### src/rtl/serial_port_ctrl.sv
// Serial port controller: TX/RX byte FIFOs between the processor's memory-mapped
// serial pins and the UART link, with paced TX issue and sticky debug error flags.
module serial_port_ctrl #(
  parameter int TX_AW  = 4,
  parameter int RX_AW  = 4,
  parameter int TX_GAP = 2
) (
  input  logic             clock,
  input  logic             reset,
  input  logic [7:0]       cpu_tx_data,
  input  logic             cpu_tx_wren,
  output logic             cpu_tx_ready,
  input  logic             cpu_rx_rden,
  output logic [7:0]       cpu_rx_data,
  output logic             cpu_rx_valid,
  output logic [7:0]       uart_tx_data,
  output logic             uart_tx_valid,
  input  logic             uart_tx_ready,
  input  logic [7:0]       uart_rx_data,
  input  logic             uart_rx_valid,
  output logic             uart_rx_ready,
  input  logic             err_clear,
  output logic             tx_overflow,
  output logic             rx_underflow,
  output logic [TX_AW:0]   tx_count,
  output logic [RX_AW:0]   rx_count
);

  localparam int TX_DEPTH = 1 << TX_AW;
  localparam int RX_DEPTH = 1 << RX_AW;
  localparam int GW       = (TX_GAP > 1) ? $clog2(TX_GAP) : 1;

  typedef enum logic [1:0] {
    IDLE = 2'd0,
    SEND = 2'd1,
    GAP  = 2'd2
  } tx_state_t;

  // ---------------------------------------------------------------- TX FIFO
  logic [7:0]       tx_mem [TX_DEPTH];
  logic [TX_AW-1:0] tx_wr_ptr, tx_rd_ptr;
  logic             tx_full, tx_empty, tx_push, tx_pop;
  logic             tx_avail, tx_more;

  tx_state_t        tx_state;
  logic             tx_valid_q;
  logic [GW-1:0]    gap_cnt;

  assign tx_full  = (tx_count == (TX_AW+1)'(TX_DEPTH));
  assign tx_empty = (tx_count == '0);
  assign tx_push  = cpu_tx_wren && !tx_full;
  assign tx_pop   = tx_valid_q && uart_tx_ready;
  // A byte pushed this cycle is visible to the FSM so valid rises one cycle after wren.
  assign tx_avail = !tx_empty || tx_push;
  // Occupancy after a pop in SEND is nonzero if more than one byte or a concurrent push.
  assign tx_more  = (tx_count != (TX_AW+1)'(1)) || tx_push;

  assign cpu_tx_ready  = !tx_full;
  assign uart_tx_valid = tx_valid_q;
  assign uart_tx_data  = tx_empty ? 8'h00 : tx_mem[tx_rd_ptr];

  // NOTE: storage arrays carry no reset; occupancy and pointers define validity.
  always_ff @(posedge clock) begin
    if (tx_push) tx_mem[tx_wr_ptr] <= cpu_tx_data;
  end

  // NOTE: sequential state uses non-blocking assignments so every flop samples pre-edge values.
  always_ff @(posedge clock or negedge reset) begin
    if (!reset) begin
      tx_wr_ptr <= '0;
      tx_rd_ptr <= '0;
      tx_count  <= '0;
    end else begin
      if (tx_push) tx_wr_ptr <= tx_wr_ptr + TX_AW'(1);
      if (tx_pop)  tx_rd_ptr <= tx_rd_ptr + TX_AW'(1);
      case ({tx_push, tx_pop})
        2'b10:   tx_count <= tx_count + (TX_AW+1)'(1);
        2'b01:   tx_count <= tx_count - (TX_AW+1)'(1);
        default: tx_count <= tx_count;
      endcase
    end
  end

  // TX pacing FSM; uart_tx_valid is a registered copy of "in SEND".
  always_ff @(posedge clock or negedge reset) begin
    if (!reset) begin
      tx_state   <= IDLE;
      tx_valid_q <= 1'b0;
      gap_cnt    <= '0;
    end else begin
      case (tx_state)
        IDLE: begin
          if (tx_avail) begin
            tx_state   <= SEND;
            tx_valid_q <= 1'b1;
          end
        end
        SEND: begin
          if (uart_tx_ready) begin
            if (TX_GAP > 0) begin
              tx_state   <= GAP;
              tx_valid_q <= 1'b0;
              gap_cnt    <= GW'(TX_GAP - 1);
            end else if (tx_more) begin
              tx_state   <= SEND;
              tx_valid_q <= 1'b1;
            end else begin
              tx_state   <= IDLE;
              tx_valid_q <= 1'b0;
            end
          end
        end
        GAP: begin
          if (gap_cnt == '0) begin
            tx_state   <= tx_avail ? SEND : IDLE;
            tx_valid_q <= tx_avail;
          end else begin
            gap_cnt <= gap_cnt - GW'(1);
          end
        end
        default: begin
          tx_state   <= IDLE;
          tx_valid_q <= 1'b0;
        end
      endcase
    end
  end

  // ---------------------------------------------------------------- RX FIFO
  logic [7:0]       rx_mem [RX_DEPTH];
  logic [RX_AW-1:0] rx_wr_ptr, rx_rd_ptr;
  logic             rx_full, rx_empty, rx_push, rx_pop;

  assign rx_full  = (rx_count == (RX_AW+1)'(RX_DEPTH));
  assign rx_empty = (rx_count == '0);
  assign rx_push  = uart_rx_valid && !rx_full;
  assign rx_pop   = cpu_rx_rden && !rx_empty;

  assign uart_rx_ready = !rx_full;
  assign cpu_rx_valid  = !rx_empty;
  assign cpu_rx_data   = rx_empty ? 8'h00 : rx_mem[rx_rd_ptr];

  always_ff @(posedge clock) begin
    if (rx_push) rx_mem[rx_wr_ptr] <= uart_rx_data;
  end

  always_ff @(posedge clock or negedge reset) begin
    if (!reset) begin
      rx_wr_ptr <= '0;
      rx_rd_ptr <= '0;
      rx_count  <= '0;
    end else begin
      if (rx_push) rx_wr_ptr <= rx_wr_ptr + RX_AW'(1);
      if (rx_pop)  rx_rd_ptr <= rx_rd_ptr + RX_AW'(1);
      case ({rx_push, rx_pop})
        2'b10:   rx_count <= rx_count + (RX_AW+1)'(1);
        2'b01:   rx_count <= rx_count - (RX_AW+1)'(1);
        default: rx_count <= rx_count;
      endcase
    end
  end

  // ------------------------------------------------------------ sticky flags
  // A new error wins over err_clear in the same cycle.
  always_ff @(posedge clock or negedge reset) begin
    if (!reset) begin
      tx_overflow  <= 1'b0;
      rx_underflow <= 1'b0;
    end else begin
      if (cpu_tx_wren && tx_full) tx_overflow <= 1'b1;
      else if (err_clear)         tx_overflow <= 1'b0;

      if (cpu_rx_rden && rx_empty) rx_underflow <= 1'b1;
      else if (err_clear)          rx_underflow <= 1'b0;
    end
  end

endmodule

### config.mk
export PLATFORM = sky130hd
export DESIGN_NAME = serial_port_ctrl
export DESIGN_NICKNAME = d
export VERILOG_FILES = /design/src/rtl/serial_port_ctrl.sv
export SDC_FILE = /design/constraint.sdc
export NUM_CORES = 1
export LEC_CHECK = 0
export CORE_ASPECT_RATIO = 1.4
export CORE_UTILIZATION = 50
export DETAILED_ROUTE_END_ITERATION = 7
export HOLD_SLACK_MARGIN = 0.1
export PLACE_DENSITY = 0.71
export SYNTH_ARGS = -nofsm -noshare
export SYNTH_HDL_FRONTEND = slang
export SYNTH_SLANG_ARGS = --single-unit
### constraint.sdc
create_clock -name clock -period 2.65 [get_ports clock]
set_clock_uncertainty 0.15 [all_clocks]
set_input_delay 0.53 -clock clock [delete_from_list [all_inputs] [get_ports clock]]
set_output_delay 0.53 -clock clock [all_outputs]
set_load 0.02 [all_outputs]
==> metrics.txt, run 1 <==
Slowest-stage cell, CP mux4_1; Post-synth EDFFs approximately 260; Max VDD drop 0.8100 mV; slowest stage delay, CP 0.58 ns; clock power share a little under a quarter; Post-DP Area 13270 sq um; GRT met1 Usage a little under a quarter; PortBufs 54; Via density 5.632; routability congestion estimate from global placement a little over 0.8; Initial Util 51.16%; root buf cell clkbuf_16; synth unique cells 39; DP Worst Slack -0.2701 ns; first-pass GRT wire length 37610 um; M3 GR Usage 2.448%; Vias just over 6000; sum of negative setup slack -4.407 ns; clk_lat worst skew 0.53 ns; clock-pin transition on the worst setup and hold timing paths 0.06 ns; top post-synthesis cells by area edfxtp_1 65%, mux4_1 11%, dfrtp_1 6.7%; GR Util met2 around two fifths; initial antenna violation count 0; register area share after synthesis between 70% and 80%; CP max FO 7; cell-by-cell trace of the critical path buf_6 > mux4_1 > mux2i_2 > o22ai_1 > buf_2; P_sw a little over 5 mW; Layout Cells excl Fill 1076; H-tree Lvls 1; CTS tree built; Die H approximately 180 um; GR peak layer met2; total track usage between 20% and 30%; Hold Vio Cnt, Final 0; Cells after Synth between 600 and 700; Yosys top cell area share between 60% and 70%; Final setup viols 16; Final Power approximately 16 mW; CTS max path bufs 3; Chip Width 132.5 um; area occupied by multi-input gates around 3100 sq um; Setup Crit Path Kind reg2out; Post-DRT Antenna Nets 0; largest net degree at the start of global routing 36; Syn Nets roughly 650; Seq cells post-synth approximately 290; number of diodes 0; failing checks negative setup slack; Logic pwr share ~40%; fill cell count between 1500 and 2000; Final HPWL DP 15440 um; number of global-route vias before repair roughly 6500; min-delay worst type reg2reg; WL/cell roughly 22 um; register share of total power between 30 and 40%; CTS Buf Count 27; GR Overflow Total 0; Post-Route WL between 20000 and 25000 um; DRC Markers 0; Post-Synthesis Cell Area 11910 sq um; Final period util 113.5%; IO Pins between 50 and 60; Final Max Tran Viols 0; P per Cell Area 1133 nW/um^2; minimum clock period approximately 3.0 ns; Async SR Flop Fraction approximately 11%; Crit. End Element output port; Synth Warn # 0; Rel. slew slack 49.55%; Cells after DPL just over 1000; Synth Flop Type edfxtp_1; clock sink count 288; register area between 8000 and 9000 sq um; Nets 789; drt initial violations 390; status complete, but fails checks; worst hold slack roughly 0.38 ns; cell taking the most area after synthesis edfxtp_1; worst path arrival time ~2.3 ns; share of cells above drive strength 1 between 30% and 40%; RSZ-0062 raised after global routing yes; Area Growth Syn to Fin 20.55%; max cap viols 0; Critical Path RT about 2.0 ns; CP startpoint kind flop; switching part of the total 31.71%; Final WS setup -0.3573 ns; Fmax achieved 332.5 MHz; delay-heaviest family, CP multiplexers; Die ar. 24460 sq um; Lkg Pwr approximately 5.0 nW; mean post-synth cell area around 20 sq um; worst path bufs/invs 2; Core ar. roughly 23000 sq um; P_int approximately 11 mW; Slew @ Worst Pin 0.7568 ns; Final Cell Area between 10000 and 15000 sq um; Core Util, Final approximately three fifths; drt first pass iters 5; # rows 66
-- placed cells by master, fill, tap and decap left out, drive strengths merged, types with 11 or more instances in the layout --
cell type	instances
buf	105
clkbuf	33
clkdlybuf4s50	34
dfrtp	32
edfxtp	256
ha	17
inv	15
mux2i	32
mux4	64
nand2	23
nor2	30
o22ai	18
xnor2	13
xor2	11
-- power groups by stage --
stage,combinational [mW],clock [mW],sequential (mW)
detailed placement,5.65,0,6.06
finish,6.49,3.78,6.00
global placement,5.48,0,6.01
global route,6.92,4.04,6.06
floorplan,3.47,0,6.06
CTS,6.42,3.86,6.00
-- tightest hold or removal path, cell delays in order (launching register included) --
cell	delay, ns
dfrtp_1	0.38
inv_1	0.05
o21ai_0	0.06
-- sequential cells by signal, indices dropped and copies added (netlist names), 2 cells and up --
signal / count
rx_mem: 128
tx_mem: 128
rx_count: 5
tx_count: 5
rx_rd_ptr: 4
rx_wr_ptr: 4
tx_rd_ptr: 4
tx_wr_ptr: 4
tx_state: 2
-- area by class of cell --
| type | instances | share of cell area (%) |
|---|---|---|
| clock buffer | 33 | 4.861 |
| clock inverter | 17 | 1.263 |
| sequential | 288 | 59.13 |
| tap | 306 | 2.666 |
| timing repair buffer | 143 | 9.854 |
| inverter | 13 | 0.3398 |
| multi-input combinational | 276 | 21.89 |
-- what timing repair did --
action                     4_1_cts  5_1_grt
hold endpoints to repair        32        0
gates resized for setup        147       41
hold buffers                     1        0
buffers inserted                13        7
pin swaps                        9        5
cloned                           4        0
setup endpoints to repair       19       17
-- cells in the mapped netlist, types with 10 or more instances --
cell	instances
nor2_1	30
o22ai_1	18
nand2_1	23
mux4_2	15
ha_1	17
edfxtp_1	256
mux4_1	49
o21ai_0	10
buf_2	12
xor2_1	11
dfrtp_1	32
mux2i_1	32
inv_1	13
xnor2_1	13
-- path summary, 6_finish.rpt --
kind	from	endpoint	slack, ns	depth (start not counted)
max	tx_rd_ptr[0]$_DFFE_PN0P_	uart_tx_data[4]	-0.36	5
min	tx_overflow$_DFFE_PN0P_	tx_overflow$_DFFE_PN0P_	0.38	2
max reg2reg	rx_count[2]$_DFFE_PN0P_	rx_count[4]$_DFFE_PN0P_	0.08	11
min reg2reg	tx_overflow$_DFFE_PN0P_	tx_overflow$_DFFE_PN0P_	0.38	2
max in group asynchronous	reset	tx_rd_ptr[0]$_DFFE_PN0P_	1.35	2
min in group asynchronous	reset	rx_count[1]$_DFFE_PN0P_	0.48	2
-- cell families after synthesis --
family / synth area share [%]
buf+inv: 2.206
mux: 16.71
flops: 71.25
compound gates: 2.647
xor+xnor: 1.765
simple gates: 3.634
fa+ha+maj: 1.785
-- routing by layer --
metal	vias up	wire, um
met2	178	13320
met5	-	0
met3	58	972
li1	2704	-
met4	0	826
met1	3120	8906
Power figures use the tool's default switching activity.
==> run 2, diff against run 1 <==
- HOLD_SLACK_MARGIN: 0.1 -> 0.08
==> results of run 2 <==
Same layout as run 1: the final DEF is identical, and so are final timing and power.
